<file path="config.mk">
export PLATFORM = sky130hd
export DESIGN_NAME = cgra_instr_loader
export DESIGN_NICKNAME = d
export VERILOG_FILES = /design/src/rtl/cgra_pkg.sv /design/src/rtl/cgra_instr_loader.sv
export SDC_FILE = /design/constraint.sdc
export NUM_CORES = 1
export LEC_CHECK = 0
export ABC_AREA = 1
export CAP_MARGIN = 20
export CORE_AREA = 3 3 299 301
export DETAILED_ROUTE_END_ITERATION = 16
export DIE_AREA = 0 0 302 304
export GPL_TIMING_DRIVEN = 0
export SYNTH_ARGS = -nofsm -noshare
export SYNTH_HDL_FRONTEND = slang
export SYNTH_SLANG_ARGS = --single-unit
export TNS_END_PERCENT = 5
</file>
<file path="constraint.sdc">
create_clock -name ap_clk -period 10.2 [get_ports ap_clk]
set_input_delay 1.53 -clock ap_clk [delete_from_list [all_inputs] [get_ports ap_clk]]
set_output_delay 1.53 -clock ap_clk [all_outputs]
set_load 0.03 [all_outputs]
</file>
<file path="src/rtl/cgra_pkg.sv">
// Shared definitions for the CGRA instruction loader.
// Holds the AXI / instruction geometry constants, the loader FSM state type,
// the instruction word type and the AR burst-length helper.
package cgra_pkg;

   localparam int C_M_AXI_ADDR_WIDTH = 64;
   localparam int phit_size          = 512;
   localparam int NUM_COL            = 2;
   localparam int INSTR_W            = 32;
   // Byte-offset bits inside one phit; forced to zero on the row-0 address.
   localparam int PHIT_LSB           = $clog2(phit_size / 8);

   typedef enum logic [1:0] {IDLE, AR, RDAT, DONE} ldr_state_t;

   typedef logic [INSTR_W-1:0] instr_t;

   // Beats in the next burst: whatever rows remain, capped at the burst limit.
   function automatic logic [31:0] burst_beats(input logic [31:0] rem,
                                               input logic [31:0] max_b);
      return (rem > max_b) ? max_b : rem;
   endfunction

endpackage

</file>
<file path="src/rtl/cgra_instr_loader.sv">
// Instruction-load sequencer for the CGRA kernel.
// On ctrl_start, reads up to IMEM_DEPTH rows (one phit per row) from m00,
// one AR burst outstanding at a time, and writes the low NUM_COL*INSTR_W bits
// of each beat into the per-column instruction memories. A one-cycle DONE
// state then pulses ctrl_done/exec_start and raises interrupt.
// Ports:
//   ap_clk, ap_rst_n           clock, synchronous active-low reset
//   ctrl_start/offset/size     load request from the control registers
//   ctrl_busy/done/err         status; err is sticky until the next start
//   interrupt                  level, set at done, cleared on next start
//   m00_axi_ar*/r*             AXI-MM read address / data channels
//   imem_we/waddr/wdata        registered column instruction-memory write
//   exec_start                 columns may begin fetching at row 0
module cgra_instr_loader
   import cgra_pkg::*;
#(
   parameter int IMEM_DEPTH = 256,
   parameter int MAX_BURST  = 64
) (
   input  logic                          ap_clk,
   input  logic                          ap_rst_n,
   input  logic                          ctrl_start,
   input  logic [C_M_AXI_ADDR_WIDTH-1:0] ctrl_offset,
   input  logic [31:0]                   ctrl_size,
   output logic                          ctrl_busy,
   output logic                          ctrl_done,
   output logic                          ctrl_err,
   output logic                          interrupt,
   output logic [C_M_AXI_ADDR_WIDTH-1:0] m00_axi_araddr,
   output logic [7:0]                    m00_axi_arlen,
   output logic                          m00_axi_arvalid,
   input  logic                          m00_axi_arready,
   input  logic [phit_size-1:0]          m00_axi_rdata,
   input  logic                          m00_axi_rlast,
   input  logic                          m00_axi_rvalid,
   output logic                          m00_axi_rready,
   output logic [NUM_COL-1:0]            imem_we,
   output logic [$clog2(IMEM_DEPTH)-1:0] imem_waddr,
   output logic [NUM_COL*INSTR_W-1:0]    imem_wdata,
   output logic                          exec_start
);

   localparam int AW = $clog2(IMEM_DEPTH);     // row address width
   localparam int CW = $clog2(IMEM_DEPTH + 1); // row count width (holds IMEM_DEPTH)

   ldr_state_t                    state_q, state_d;
   logic [C_M_AXI_ADDR_WIDTH-1:0] offset_q, offset_d;
   logic [CW-1:0]                 n_q, n_d;           // rows to load
   logic [CW-1:0]                 issued_q, issued_d; // rows covered by issued ARs
   logic [CW-1:0]                 beats_q, beats_d;   // beats left in current burst
   logic [AW-1:0]                 row_q, row_d;       // imem row of the next beat
   logic                          we_q, we_d;
   logic [AW-1:0]                 waddr_q, waddr_d;
   instr_t [NUM_COL-1:0]          wdata_q, wdata_d;
   logic                          err_q, err_d;
   logic                          intr_q, intr_d;

   logic [31:0] blen;
   logic        beat, last_exp, burst_end;

   assign blen      = burst_beats(32'(n_q - issued_q), 32'(MAX_BURST));
   assign beat      = m00_axi_rvalid && (state_q == RDAT);
   assign last_exp  = (beats_q == CW'(1));
   // A burst ends on rlast or on its expected last beat, whichever comes first.
   assign burst_end = beat && (m00_axi_rlast || last_exp);

   always_comb begin
      state_d  = state_q;
      offset_d = offset_q;
      n_d      = n_q;
      issued_d = issued_q;
      beats_d  = beats_q;
      row_d    = row_q;
      we_d     = 1'b0;
      waddr_d  = waddr_q;
      wdata_d  = wdata_q;
      err_d    = err_q;
      intr_d   = intr_q;
      case (state_q)
         IDLE: begin
            if (ctrl_start) begin
               offset_d = {ctrl_offset[C_M_AXI_ADDR_WIDTH-1:PHIT_LSB], {PHIT_LSB{1'b0}}};
               if (ctrl_size > 32'(IMEM_DEPTH)) begin
                  n_d   = CW'(IMEM_DEPTH);
                  err_d = 1'b1;
               end else begin
                  n_d   = ctrl_size[CW-1:0];
                  err_d = 1'b0;
               end
               intr_d   = 1'b0;
               issued_d = '0;
               row_d    = '0;
               state_d  = (n_d == '0) ? DONE : AR;
            end
         end
         AR: begin
            if (m00_axi_arready) begin
               // Re-align the row counter to this burst's first row, in case
               // an earlier burst ended short.
               row_d    = issued_q[AW-1:0];
               issued_d = issued_q + CW'(blen);
               beats_d  = CW'(blen);
               state_d  = RDAT;
            end
         end
         RDAT: begin
            if (beat) begin
               we_d    = 1'b1;
               waddr_d = row_q;
               wdata_d = m00_axi_rdata[NUM_COL*INSTR_W-1:0];
               if (32'(row_q) + 32'd1 < 32'(n_q)) row_d = row_q + AW'(1);
               beats_d = beats_q - CW'(1);
               if (m00_axi_rlast != last_exp) err_d = 1'b1;
               if (burst_end) state_d = (issued_q == n_q) ? DONE : AR;
            end
         end
         DONE:    state_d = IDLE;
         default: state_d = IDLE;
      endcase
      if (state_d == DONE) intr_d = 1'b1;
   end

   always_ff @(posedge ap_clk) begin
      if (!ap_rst_n) begin
         state_q  <= IDLE;
         offset_q <= '0;
         n_q      <= '0;
         issued_q <= '0;
         beats_q  <= '0;
         row_q    <= '0;
         we_q     <= 1'b0;
         waddr_q  <= '0;
         wdata_q  <= '0;
         err_q    <= 1'b0;
         intr_q   <= 1'b0;
      end else begin
         state_q  <= state_d;
         offset_q <= offset_d;
         n_q      <= n_d;
         issued_q <= issued_d;
         beats_q  <= beats_d;
         row_q    <= row_d;
         we_q     <= we_d;
         waddr_q  <= waddr_d;
         wdata_q  <= wdata_d;
         err_q    <= err_d;
         intr_q   <= intr_d;
      end
   end

   assign m00_axi_arvalid = (state_q == AR);
   assign m00_axi_araddr  = m00_axi_arvalid ?
                            offset_q + (C_M_AXI_ADDR_WIDTH'(issued_q) << PHIT_LSB) : '0;
   assign m00_axi_arlen   = m00_axi_arvalid ? 8'(blen - 32'd1) : 8'd0;
   assign m00_axi_rready  = (state_q == RDAT);

   assign imem_we    = {NUM_COL{we_q}};
   assign imem_waddr = waddr_q;
   assign imem_wdata = wdata_q;

   // The final registered write is presented in the DONE cycle, so the memory
   // commits it on the same edge at which the columns see exec_start.
   assign ctrl_busy  = (state_q != IDLE);
   assign ctrl_done  = (state_q == DONE);
   assign exec_start = (state_q == DONE);
   assign ctrl_err   = err_q;
   assign interrupt  = intr_q;

   logic unused_bits;
   assign unused_bits = ^{m00_axi_rdata[phit_size-1:NUM_COL*INSTR_W],
                          ctrl_offset[PHIT_LSB-1:0]};

endmodule
</file>
==> impl_metrics.tcl <==
set metrics [dict create \
    status "complete, no violations" \
    worst_setup_path_end_kind "output port" \
    die_area_sq_um 91800 \
    start_util 0.115 \
    numCtsBuffers 17 \
    syn_inst 1523 \
    antenna_found_initial 6 \
    path_max_fanout 7 \
    final_common_cell "nor2_1" \
    cts_tree "yes" \
    setup_violations 0 \
    die_width_microns 302 \
    total_leakage_power_nw 5.48 \
    grt_max_degree 19 \
    cts_root_buf "clkbuf_16" \
    io_buffer_count 306 \
    min_delay_path_depth 2 \
    drv_slew 0 \
    gp_congestion 0.858 \
    reg2reg_from "issued_q[0]" \
    cp.arrival_ns 4.46 \
    grt-ovfl-total 0 \
    slew_headroom 0.324 \
    postSynthAreaPerCell_sq_um 6.58 \
    wl_per_cell_microns 16.3 \
    worst_pin_slew_ns 1.01 \
    cp_common_cell "nor2_1" \
    cts_resized 0 \
    critPathBufInv 4 \
    clk_pin_slew_ns 0.07 \
    yosysWarnings 0 \
    hp-class "flop to flop" \
    areaGrowthSynthToFinish_pct 51.4 \
    insertion_delay_ns 0.48 \
    syn_area_sq_um 10000 \
    ys_seq_area_frac 0.339 \
    holdPathEnd "imem_wdata[9]" \
    required_ns 8.67 \
    drt_pass1_iterations 5 \
    timing.final.ws_setup_ns 4.21 \
    ctsLongestPathBuffers 2 \
    route.detailed.drc 0 \
    cts.sinks 170 \
    rsz0062_at_grt "no" \
    design_area_sq_um 15200 \
    synth-main-ff-cell "dfxtp_1" \
    nFillCells 9942 \
    via_per_inst 3.73 \
    reg2reg_depth 28 \
    rr_endpoint "issued_q[8]" \
    ant_nets 0 \
    synth-adder-area-share 0.0584 \
    worst-r2r-setup-slack_ns 6.07 \
    cp-start-kind "flop" \
    cpPeakStageDelay_ns 0.82 \
    synth_edf_count 0 \
    dp_hpwl_mm 42.0 \
    ys_seq_elements 170 \
    ctsHtreeMaxLevel 4 \
    grt_pass1_wl_mm 69.9 \
    muxShareOfSynthArea 0 \
    grt_usage 0.105 \
    holdBufCountCts 0 \
    place_area_sq_um 14600 \
    synth_compound_area_frac 0.183 \
    regArea_sq_um 3400 \
    critPathSlowestCell "clkdlybuf4s50_1" \
    cp_cell_sequence "ha_1, inv_1, fa_1, nand2_1, clkinv_1, nor2_1, nor2_1, nand3_1, nor2_1, nand2_1, nand2_2, nand2_4, nor2_4, inv_1, ha_1, nand3_1, nor3_2, o21ai_1, a21oi_1, clkdlybuf4s50_1" \
    fmax_mhz 167 \
    synth_xor_area_frac 0.0227 \
    async_flop_share 0 \
    via_count 11300 \
    hold_violations 0 \
    core-area_sq_um 86900 \
    synth_cell_types 56 \
    skew_ns 0.0134 \
    holdWs_ns 0.483 \
    grt_pass1_vias 10700 \
    path_class "flop to output port" \
    power_density_nw_per_um2 197 \
    die_y_microns 304 \
    worstHoldStart "imem_wdata[9]" \
    drive_gt1_frac 0.0514 \
    final_cell_mix "329 x nor2_1, 306 x clkdlybuf4s50_1, 186 x o21ai_0, 185 x nand2_1, 170 x dfxtp_1" \
    min_period_ns 5.99 \
    finalCritPeriodShare 0.588 \
    postCtsSetupBuffers 0 \
    synth_top_family_by_area "simple AND/OR/NAND/NOR gates" \
    fin_tns_setup_ns 0 \
    synth-simple-area-share 0.301 \
    preCtsSetupSlack_ns 4.72 \
    max_cap_viol_count 0 \
    io_pins 767 \
    multi_input_area_sq_um 5690 \
    drt-total-wl_mm 49.3 \
    critical_path.top_delay_family "simple AND/OR/NAND/NOR gates" \
    vdd_ir_drop_max_mv 0.139 \
    nets 2514 \
    first_iter_violations 835 \
    placementRows 108 \
]
## logic make-up (layout without fill, tap and decap cells)
kind of cell	Yosys count	in the layout
other	1	9
buffers and inverters	244	583
XOR/XNOR	26	26
flip-flops	170	170
adder cells (fa/ha/maj)	45	45
AND/OR/NAND/NOR	693	693
AO/OA/AOI/OAI	344	344
## state kept, by name (all words and copies together), names as in the netlist
register / count
beats_q: 9
we_q: 1
interrupt: 1
state_q: 2
offset_q: 58
n_q: 9
issued_q: 9
imem_wdata: 64
row_q: 8
ctrl_err: 1
imem_waddr: 8
## cell usage after synthesis (5+ instances only)
library cell,n,area share
a31oi_1,6,0.0037
ha_1,42,0.052
nor2_4,5,0.0056
nor4_1,19,0.012
inv_1,167,0.063
clkbuf_1,51,0.019
nor3_2,6,0.0060
a211oi_1,8,0.0060
nand3_1,60,0.030
nor2_1,329,0.12
nand2_2,10,0.0062
xnor2_1,6,0.0052
inv_2,7,0.0026
dfxtp_1,170,0.34
o21ai_1,8,0.0040
buf_1,5,0.0019
buf_4,9,0.0067
a21oi_1,111,0.055
o21ai_0,186,0.093
nand4_1,18,0.011
nor3_1,36,0.018
xor2_1,20,0.017
or2_2,6,0.0037
nand2_1,185,0.069
nor2_2,6,0.0037
## power by group
part / switching, mW / internal (mW) / leakage [nW]
sequential: 0.121 / 0.799 / 1.39
clock: 0.333 / 0.357 / 0.295
combinational: 0.898 / 0.477 / 3.79
## worst register-to-register path, delay by kind of cell (launching register included)
family,cells,cell delay [ns]
AO/OA/AOI/OAI,4,0.60
adder cells (fa/ha/maj),3,0.99
buffers and inverters,4,0.31
flip-flops,1,0.60
AND/OR/NAND/NOR,17,1.59
## layer usage
layer	up-vias	wire, microns	track usage
met1	5087	22300	0.138
met3	53	4760	0.0366
met4	6	1150	0.0344
met2	482	21000	0.160
li1	5657	-	-
met5	-	41	0
## cell type report
class | count | area share
multi-input combinational | 1115 | 0.375
timing repair buffer | 307 | 0.203
inverter | 177 | 0.0438
antenna | 2 | 0.000330
sequential | 170 | 0.224
tap | 1155 | 0.0952
buffer | 67 | 0.0190
clock buffer | 18 | 0.0289
clock inverter | 14 | 0.0110
## worst max path at each step
stage / startpoint / to / slack [ns] / depth (start not counted)
after floorplan: n_q[0] / m00_axi_arlen[4] / 5.77 / 18
after global placement: issued_q[0] / m00_axi_arlen[6] / 4.76 / 20
after detailed placement: issued_q[0] / m00_axi_arlen[4] / 4.72 / 18
after CTS: issued_q[0] / m00_axi_arlen[4] / 4.17 / 18
after global routing: issued_q[1] / m00_axi_arlen[4] / 3.80 / 17
final: issued_q[0] / m00_axi_arlen[6] / 4.21 / 20
## metrics by stage
stage | instances | utilization | total power, mW
global placement | 2990 | 0.168 | 2.30
detailed placement | 2991 | 0.168 | 2.31
floorplan | 1529 | - | 1.72
global route | 3023 | 0.175 | 3.18
CTS | 3023 | 0.175 | 3.01
finish | 3025 | 0.175 | 2.98
Note: power is estimated with default switching activity, not from simulation.
